--- config.mk ---
export PLATFORM = sky130hd
export DESIGN_NAME = id_ex_stage_register
export DESIGN_NICKNAME = d
export VERILOG_FILES = /design/src/rtl/id_ex_stage_register.sv
export SDC_FILE = /design/constraint.sdc
export NUM_CORES = 1
export LEC_CHECK = 0
export BUFFER_PORTS_ARGS = -buffer_cell sky130_fd_sc_hd__buf_2
export CAP_MARGIN = 20
export CORE_AREA = 2 2 139 141
export CTS_CLUSTER_SIZE = 20
export DETAILED_ROUTE_END_ITERATION = 10
export DIE_AREA = 0 0 141 143
export PLACE_DENSITY = 0.73
export SLEW_MARGIN = 20
export SYNTH_ARGS = -nofsm -noshare
export SYNTH_HDL_FRONTEND = slang
export SYNTH_SLANG_ARGS = --single-unit
export TNS_END_PERCENT = 5
--- constraint.sdc ---
create_clock -name clk -period 1.2 [get_ports clk]
set_input_delay 0.06 -clock clk [delete_from_list [all_inputs] [get_ports clk]]
set_output_delay 0.06 -clock clk [all_outputs]
set_load 0.1 [all_outputs]
--- src/rtl/id_ex_stage_register.sv ---
// ID/EX pipeline register with load-use bubble handling, flush, stall and valid tracking.
// Optional build macro IDEX_BUBBLE_COUNT_EN adds a saturating accepted-bubble counter.
module id_ex_stage_register #(
  parameter int XLEN   = 32,
  parameter int CTRL_W = 16
) (
  input  logic              clk,
  input  logic              reset,
  input  logic              flush,
  input  logic              stall,
  input  logic              bubble_in,
  input  logic              fwd_wb_rs1,
  input  logic              fwd_wb_rs2,
  input  logic [XLEN-1:0]   wb_data,
  input  logic              id_valid,
  input  logic [XLEN-1:0]   id_pc,
  input  logic [XLEN-1:0]   id_rs1_data,
  input  logic [XLEN-1:0]   id_rs2_data,
  input  logic [XLEN-1:0]   id_imm,
  input  logic [4:0]        id_rs1,
  input  logic [4:0]        id_rs2,
  input  logic [4:0]        id_rd,
  input  logic [CTRL_W-1:0] id_ctrl,
  output logic              ex_valid,
  output logic [XLEN-1:0]   ex_pc,
  output logic [XLEN-1:0]   ex_rs1_data,
  output logic [XLEN-1:0]   ex_rs2_data,
  output logic [XLEN-1:0]   ex_imm,
  output logic [4:0]        ex_rs1,
  output logic [4:0]        ex_rs2,
  output logic [4:0]        ex_rd,
  output logic [CTRL_W-1:0] ex_ctrl,
  output logic              ex_bubble_out,
  output logic              front_hold
`ifdef IDEX_BUBBLE_COUNT_EN
  ,
  output logic [31:0]       bubble_count
`endif
);

  logic              valid_q, valid_d;
  logic [XLEN-1:0]   pc_q, pc_d;
  logic [XLEN-1:0]   rs1_data_q, rs1_data_d;
  logic [XLEN-1:0]   rs2_data_q, rs2_data_d;
  logic [XLEN-1:0]   imm_q, imm_d;
  logic [4:0]        rs1_q, rs1_d;
  logic [4:0]        rs2_q, rs2_d;
  logic [4:0]        rd_q, rd_d;
  logic [CTRL_W-1:0] ctrl_q, ctrl_d;
  logic              bubbled_q, bubbled_d;
  logic              bubble_out_q, bubble_out_d;
  logic              bubble_accept;

  // Only one bubble per instruction: a second request while bubbled falls through to a load.
  assign bubble_accept = bubble_in & ~bubbled_q & ~flush & ~stall;
  assign front_hold    = stall | (bubble_in & ~bubbled_q & ~flush);

  always_comb begin
    valid_d      = valid_q;
    pc_d         = pc_q;
    rs1_data_d   = rs1_data_q;
    rs2_data_d   = rs2_data_q;
    imm_d        = imm_q;
    rs1_d        = rs1_q;
    rs2_d        = rs2_q;
    rd_d         = rd_q;
    ctrl_d       = ctrl_q;
    bubbled_d    = bubbled_q;
    bubble_out_d = bubble_accept;
    if (flush) begin
      valid_d    = 1'b0;
      pc_d       = '0;
      rs1_data_d = '0;
      rs2_data_d = '0;
      imm_d      = '0;
      rs1_d      = '0;
      rs2_d      = '0;
      rd_d       = '0;
      ctrl_d     = '0;
      bubbled_d  = 1'b0;
    end else if (stall || bubble_accept) begin
      // Held instruction still picks up a write-back value it depends on.
      if (fwd_wb_rs1) rs1_data_d = wb_data;
      if (fwd_wb_rs2) rs2_data_d = wb_data;
      if (bubble_accept) bubbled_d = 1'b1;
    end else begin
      valid_d    = id_valid;
      pc_d       = id_pc;
      rs1_data_d = id_rs1_data;
      rs2_data_d = id_rs2_data;
      imm_d      = id_imm;
      rs1_d      = id_rs1;
      rs2_d      = id_rs2;
      rd_d       = id_rd;
      ctrl_d     = id_valid ? id_ctrl : '0;
      bubbled_d  = 1'b0;
    end
  end

  always_ff @(posedge clk) begin
    if (reset) begin
      valid_q      <= 1'b0;
      pc_q         <= '0;
      rs1_data_q   <= '0;
      rs2_data_q   <= '0;
      imm_q        <= '0;
      rs1_q        <= '0;
      rs2_q        <= '0;
      rd_q         <= '0;
      ctrl_q       <= '0;
      bubbled_q    <= 1'b0;
      bubble_out_q <= 1'b0;
    end else begin
      valid_q      <= valid_d;
      pc_q         <= pc_d;
      rs1_data_q   <= rs1_data_d;
      rs2_data_q   <= rs2_data_d;
      imm_q        <= imm_d;
      rs1_q        <= rs1_d;
      rs2_q        <= rs2_d;
      rd_q         <= rd_d;
      ctrl_q       <= ctrl_d;
      bubbled_q    <= bubbled_d;
      bubble_out_q <= bubble_out_d;
    end
  end

  assign ex_valid      = valid_q;
  assign ex_pc         = pc_q;
  assign ex_rs1_data   = rs1_data_q;
  assign ex_rs2_data   = rs2_data_q;
  assign ex_imm        = imm_q;
  assign ex_rs1        = rs1_q;
  assign ex_rs2        = rs2_q;
  assign ex_rd         = rd_q;
  assign ex_ctrl       = ctrl_q;
  assign ex_bubble_out = bubble_out_q;

`ifdef IDEX_BUBBLE_COUNT_EN
  logic [31:0] count_q, count_d;

  // Saturating; flush deliberately leaves it alone.
  always_comb begin
    count_d = count_q;
    if (bubble_accept && (count_q != 32'hFFFF_FFFF)) count_d = count_q + 32'd1;
  end

  always_ff @(posedge clk) begin
    if (reset) count_q <= '0;
    else       count_q <= count_d;
  end

  assign bubble_count = count_q;
`endif

endmodule

==> summary.md, run 1 <==
| Metric | Value |
|---|---|
| WHS Path Cells | 4 |
| Reg2reg end | ex_rs2_data[18]$_SDFFE_PP0P_ |
| CTS Buffer Depth | 2 |
| Final Core Density | 65.2% |
| Failing checks | negative setup slack |
| Via Count | between 8,000 and 9,000 |
| Clock Sinks | 162 |
| Register area share after synthesis | between 40 and 50% |
| Die W | 141 um |
| Commonest non-fill, non-tap cells in the layout | buf_2 (197), buf_4 (170), dlygate4sd3_1 (151) |
| Register Area | roughly 3300 sq um |
| PnR worst setup slack | -0.184 ns |
| Syn_area_per_cell | 9.50 sq um |
| Req. time, crit path | approximately 1.1 ns |
| Max-slew headroom | between 70% and 80% |
| Maximum vdd drop | ~0.91 mV |
| Outcome | finished with violations |
| Die Y | ~140 um |
| Placed cell area | 9410 sq um |
| PortBufs | 360 |
| DR iter-0 viols | around 460 |
| FF-to-FF Start | bubbled_q$_SDFFE_PP0P_ |
| Total grt overflow | 0 |
| Clk_lat worst skew | ~0.42 ns |
| Hold EP | ex_bubble_out$_SDFF_PP0_ |
| P_leak | approximately 5.8 nW |
| CP Launch Type | flip-flop |
| GRT met3 Usage | ~8.7% |
| Kind of critical path | flip-flop to primary output |
| Dpl cells | ~1,300 |
| Pwr per Cell Area | about 1200 nW/um^2 |
| Drt wl/cell | around 19 um |
| Layout cells sized above 1 | a little over two fifths |
| Reg2reg setup slack | -0.16 ns |
| TritonCTS Buffers | 17 |
| First-pass GRT wire length | between 40,000 and 50,000 um |
| P&R area growth vs syn | 71.6% |
| Fillers | between 1,000 and 1,500 |
| Detailed Routing Iterations Pass 1 | 7 |
| Synth cell types | 22 |
| Pin count of the biggest net entering global routing | 85 |
| Max_cap viols | 0 |
| Final ANT Viol Nets | 0 |
| Synthesized Nets | ~940 |
| Seq cells post-synth | about 160 |
| Max Slew Vio Count | 0 |
| Die area | 20,200 sq um |
| Power Total | approximately 15 mW |
| Final Critical Period | around 1.4 ns |
| TNS Setup | -10.89 ns |
| Gpl congestion | about 0.82 |
| Worst-path cell chain | nand2b_4 > buf_6 > o21bai_4 > buf_12 |
| Crit-path slowest cell | dfxtp_2 |
| CTS tree | done |
| Mapped cell area | 7060 sq um |
| Final WL | 27,300 um |
| GR peak layer | met2 |
| Initial antenna violation count | 1 |
| Area of the multi-input gates | ~3400 sq um |
| Layout Cells excl Fill | around 1,500 |
| Number of vias per cell | roughly 5.5 |
| I/O pin count | approximately 360 |
| M2 GR Usage | between 40% and 50% |
| CP Capture Type | primary output |
| DRC | 0 |
| Worst Max-Slew Pin Slew | around 0.38 ns |
| Ys Warns | 0 |
| Initial Util | a little under two fifths |
| Reg2Reg Depth | 5 |
| CTS Root Cell | clkbuf_16 |
| Post-detail-place hpwl | 15,200 um |
| Maximum clock rate | just over 700 MHz |
| Final cycle utilization of the critical path | 115% |
| Design area | around 12,000 sq um |
| Cells after Synth | ~740 |
| GRT Total Usage | 25.2% |
| Clk pin slew, worst setup/hold paths | approximately 0.07 ns |
| # setup viols final | 121 |
| Slowest cell delay on critical path | 0.34 ns |
| CP arrival | 1.32 ns |
| Final nets | 1,423 |
| Worst hold start | bubble_in |
| Commonest non-fill, non-tap cell in the layout | buf_2 |
| Std cell rows | 50 |
| H-tree levels | 4 |
| Skew final | about 0.01 ns |
| RSZ-0062 raised after global routing | true |
| Met1 usage | between 20% and 30% |
| Placeable Area | 18,600 sq um |
| Crit path max fanout | 3 |
| Vias in the first global route | between 7,000 and 8,000 |
| Worst min-delay path category | primary input to flip-flop |
| Final hold vios | 0 |
-- repair_timing --
action / CTS / global route
setup endpoints to repair: 172 / 160
endpoints found under the hold margin: 144 / 0
buffers inserted: 1 / 1
gates cloned: 0 / 4
hold buffers: 151 / 0
gates resized for setup: 158 / 19
pin swaps: 1 / 11
-- sequential cells by signal, indices dropped and copies added (netlist names) --
signal         cells
ex_imm            32
ex_pc             32
ex_rs1_data       32
ex_rs2_data       32
ex_ctrl           16
ex_rd              5
ex_rs1             5
ex_rs2             5
bubbled_q          1
ex_bubble_out      1
ex_valid           1
-- cells in the mapped netlist --
library cell / number / area (sq um)
o21ai_1: 100 / 500
nor4_1: 7 / 43.8
o21bai_1: 1 / 7.51
a31o_1: 16 / 140
buf_6: 11 / 124
o21ai_0: 44 / 220
nor2b_1: 1 / 6.26
nand2_1: 96 / 360
dfxtp_1: 162 / 3240
buf_2: 53 / 265
nor4_2: 9 / 113
nand2b_1: 3 / 18.8
o211ai_1: 80 / 601
mux2i_1: 64 / 641
nor2_2: 1 / 6.26
or2_1: 1 / 6.26
and3_1: 1 / 6.26
nor3_1: 1 / 5.00
clkbuf_1: 24 / 90.1
buf_1: 2 / 7.51
buf_4: 2 / 15.0
o211a_1: 64 / 641
-- critical path: cells and delay by family, from the launching register on --
family	cells	cell delay, ns
flip-flops	1	0.34
AND/OR/NAND/NOR	1	0.14
AO/OA/AOI/OAI	1	0.13
buffers and inverters	2	0.31
-- power by group --
part	switching, mW	internal, mW
combinational	2.47	1.34
sequential	0.111	5.58
clock	2.50	3.03
-- area by class of cell --
| cell class | count | share of cell area (%) |
|---|---|---|
| sequential | 162 | 27.4 |
| timing repair buffer | 554 | 36.9 |
| clock buffer | 18 | 3.62 |
| multi-input combinational | 489 | 28.2 |
| clock inverter | 14 | 1.35 |
| antenna | 1 | 0.0207 |
| tap | 234 | 2.42 |
-- metrics by stage --
stage	worst slack, ns	hold WS [ns]
after global placement	0.00885	0.297
after global routing	-0.233	0.0213
final	-0.184	0.0183
after floorplan	-0.0660	0.193
after CTS	-0.242	-0.00321
after detailed placement	-0.0254	0.302
-- per-layer routing --
metal  vias to the layer above  part of all wire (%)
met1                      3820                    36
met4                         0                   3.2
li1                       3707                     -
met2                       476                    50
met3                        68                    10
met5                         -                     0
-- worst max path at each step --
stage                      startpoint                      endpoint  cells past startpoint
6_report       bubbled_q$_SDFFE_PP0P_                    front_hold                      4
2_1_floorplan  ex_imm[0]$_SDFFE_PP0N_        ex_imm[0]$_SDFFE_PP0N_                      2
5_1_grt        bubbled_q$_SDFFE_PP0P_                    front_hold                      4
3_3_place_gp   bubbled_q$_SDFFE_PP0P_       ex_imm[31]$_SDFFE_PP0N_                      5
4_1_cts        bubbled_q$_SDFFE_PP0P_                    front_hold                      4
3_5_place_dp   bubbled_q$_SDFFE_PP0P_  ex_rs2_data[17]$_SDFFE_PP0P_                      4
-- cell families (layout without fill, tap and decap cells) --
group / count (synthesis) / after routing / share of synthesized area (%)
flops: 162 / 162 / 45.9
mux: 64 / 64 / 9.07
compound gates: 305 / 305 / 29.9
other cells: 0 / 1 / 0
buf+inv: 92 / 586 / 7.11
simple gates: 120 / 120 / 8.01
No activity file was read; power rests on OpenSTA's default activity.
==> inputs of run 2 (changes only) <==
Settings changed: ABC_AREA set to 1, PLACE_DENSITY 0.73 to 0.7.
==> run 2 against run 1 <==
Effect of this change:
- the flow still finishes with violations (negative setup slack)
- sequential share of layout area shrank 1.2 points
- core utilization increased by 1.9 points
- largest cell class unchanged
- worst hold slack lost 0.0014 ns
- critical path type is now flip-flop to flip-flop
==> summary.md, run 2 <==
| Metric | Value |
|---|---|
| Largest cells by area after synthesis | dfxtp_1 (50%), nand3_1 (16%), nor2_1 (9.1%), nand2_1 (7.4%), o21ai_0 (6.3%) |
| Number of vias per cell | 5.16 (-5.9%) |
| Placeable Area | 18,600 sq um (unchanged) |
| Clk pin slew, worst setup/hold paths | 0.07 ns (about the same) |
| Mapped cell area | 6550 sq um (-7.2%) |
| Seq cells post-synth | 162 (unchanged) |
| Cells after Synth | 915 (+23%) |
| Max-slew headroom | 80.7% (+6.2 points) |
| DR iter-0 viols | 589 (+29%) |
| Max_cap viols | 0 (unchanged) |
| PnR worst setup slack | -0.288 ns (-0.104 ns) |
| Failing checks | negative setup slack |
| Maximum clock rate | 672 MHz (-7.0%) |
| CTS Buffer Depth | 2 (unchanged) |
| Register area share after synthesis | 49.5% (+3.6 points) |
| H-tree levels | 4 (unchanged) |
| Worst Max-Slew Pin Slew | 0.290 ns (-0.0937 ns) |
| P&R area growth vs syn | 90.4% |
| Commonest non-fill, non-tap cell in the layout | buf_2 |
| CP Launch Type | flip-flop |
| Final WL | 30,100 um (+10%) |
| Crit path max fanout | 10 (+7) |
| Req. time, crit path | 1.56 ns (+0.42 ns) |
| Final Critical Period | 1.49 ns (+0.104 ns) |
| Drt wl/cell | 17.6 um (-5.5%) |
| Total grt overflow | 0 (unchanged) |
| Pin count of the biggest net entering global routing | 65 (-24%) |
| Synthesized Nets | 1,114 (+18%) |
| Skew final | 0.00999 ns (-0.000216 ns) |
| Clock Sinks | 162 (unchanged) |
| Initial Util | 35.3% (-2.7 points) |
| Layout cells sized above 1 | 37.0% (-5.7 points) |
| Initial antenna violation count | 1 (unchanged) |
| # setup viols final | 161 (+33%) |
| Std cell rows | 50 (unchanged) |
| I/O pin count | 361 (unchanged) |
| Commonest non-fill, non-tap cells in the layout | buf_2 (198), dlygate4sd3_1 (191), nand3_1 (175) |
| PortBufs | 360 (unchanged) |
| Pwr per Cell Area | 1250 nW/um^2 (+0.86%) |
| Final cycle utilization of the critical path | 124% (+8.6 points) |
| P_leak | 6.31 nW (+8.7%) |
| Die W | 141 um (unchanged) |
| Post-synth EDFFs | 0 (unchanged) |
| Vias in the first global route | 8,415 (+6.5%) |
| Power Total | 15.6 mW (+3.8%) |
| GRT Total Usage | 26.5% (+1.3 points) |
| RSZ-0062 raised after global routing | true |
| Via Count | 8,837 (+9.5%) |
| Maximum vdd drop | 0.931 mV (+2.8%) |
| FFs w/ async S/R, synth | 0% (unchanged) |
| Post-synth top flop | dfxtp_1 |
| Top-count cell post-synth | nand3_1 |
| Synth area leader | dfxtp_1 |
| Die Y | 143 um (unchanged) |
| Final nets | 1,664 (+17%) |
| CTS Root Cell | clkbuf_16 |
| Synth top cells by count | nand3_1 (210), dfxtp_1 (162), nor2_1 (158) |
| Synth top area share | 49.5% (+3.6 points) |
| DRC | 0 (unchanged) |
| Die area | 20,200 sq um (unchanged) |
| CTS tree | done |
| Syn_area_per_cell | 7.16 sq um (-25%) |
| First-pass GRT wire length | 42,400 um (+3.8%) |
| Final hold vios | 0 (unchanged) |
| Worst min-delay path category | primary input to flip-flop |
| Final ANT Viol Nets | 0 (unchanged) |
| Synth cell types | 17 (-23%) |
| Outcome | finished with violations |
| Post-detail-place hpwl | 16,000 um (+5.2%) |
| Max Slew Vio Count | 0 (unchanged) |
| CP arrival | 1.84 ns (+0.52 ns) |
| Detailed Routing Iterations Pass 1 | 5 (-2) |
| Gpl congestion | 0.822 (+0.85%) |
| TritonCTS Buffers | 17 (unchanged) |
| Kind of critical path | flip-flop to flip-flop |
| Ys Warns | 0 (unchanged) |
| Final Core Density | 67.1% (+1.9 points) |
| Clk_lat worst skew | 0.41 ns (about the same) |
| CP Capture Type | flip-flop |
[run 2: cell count changes in the layout (fill, tap and decap cells not counted), moves of 18 or more]
cell	delta
nand3_1	+175
o21ai_1	-58
mux2i_1	-64
nand3_2	+34
nor2_2	+22
inv_1	+82
o21ai_0	+22
nor2_1	+135
dfxtp_1	+41
nand2_1	+18
dlygate4sd3_1	+40
o211a_1	-63
dfxtp_2	-41
o211ai_1	-80
[run 2: critical path, cell delays in order, from the launching register on]
cell,delay [ns]
dfxtp_2,0.34
nor2_4,0.13
nand2_4,0.09
nand2_8,0.09
buf_12,0.15
buf_12,0.13
clkbuf_16,0.15
nand3_1,0.08
nand3_1,0.10
nand2_1,0.09
inv_1,0.07
[run 2: power by group]
group,leakage (nW),total [mW],switching (mW),internal [mW]
logic,4.70,4.44,2.88,1.56
clock network,0.284,5.41,2.43,2.98
registers,1.33,5.75,0.149,5.60
total,6.31,15.6,5.45,10.1
[run 2: final timing paths]
| path | startpoint | end | slack, ns | depth (start not counted) |
|---|---|---|---|---|
| hold / removal | wb_data[31] | ex_rs2_data[31]$_SDFFE_PP0P_ | 0.02 | 5 |
| setup reg to reg | bubbled_q$_SDFFE_PP0P_ | ex_rs2_data[7]$_SDFFE_PP0P_ | -0.29 | 10 |
| setup / recovery | bubbled_q$_SDFFE_PP0P_ | ex_rs2_data[7]$_SDFFE_PP0P_ | -0.29 | 10 |
| hold reg to reg | ex_valid$_SDFFE_PP0N_ | ex_valid$_SDFFE_PP0N_ | 0.47 | 2 |
[run 2: timing repair]
| item | CTS | global route |
|---|---|---|
| resized for setup | 177 | 101 |
| endpoints found under the hold margin | 160 | 0 |
| cloned | 5 | 6 |
| setup buffers | 9 | 6 |
| pin swaps | 27 | 34 |
| hold buffers | 191 | 0 |
| setup endpoints to repair | 318 | 163 |
[run 2: stage by stage]
stage / hold WS, ns / instances / worst slack (ns) / cell area, sq um / TNS, ns
final: 0.0169 / 1713 / -0.288 / 12500 / -22.22
after global routing: 0.0573 / 1712 / -0.330 / 12500 / -33.68
after CTS: 0.00847 / 1703 / -0.209 / 12000 / -26.20
after detailed placement: 0.282 / 1467 / -0.135 / 8810 / -14.53
after global placement: 0.283 / 1467 / -0.117 / 8810 / -6.76
after floorplan: 0.137 / 915 / -0.120 / 6600 / -5.97
[run 2: layer usage]
layer / routed length [um] / track usage [%]
met1: 10500 / 27.8
met3: 2960 / 8.18
met2: 15000 / 47.4
met4: 1570 / 14.3
met5: 0 / 0
[run 2: layout make-up]
| class | instances | area, sq um |
|---|---|---|
| fillers | 1337 | 6110 |
| repair buffers | 602 | 5030 |
| flip-flops and latches | 162 | 3270 |
| multi-input cells | 599 | 2980 |
| clock buffers | 18 | 439 |
| inverters | 83 | 312 |
| well taps | 234 | 293 |
| clock inverters | 13 | 138 |
| diodes | 2 | 5.00 |
[run 2: logic make-up (layout without fill, tap and decap cells)]
group | Yosys count | count (layout) | share of synthesized area (%)
simple gates | 502 | 502 | 33.0
flops | 162 | 162 | 49.5
other cells | 0 | 2 | 0
buf+inv | 154 | 716 | 9.84
compound gates | 97 | 97 | 7.66
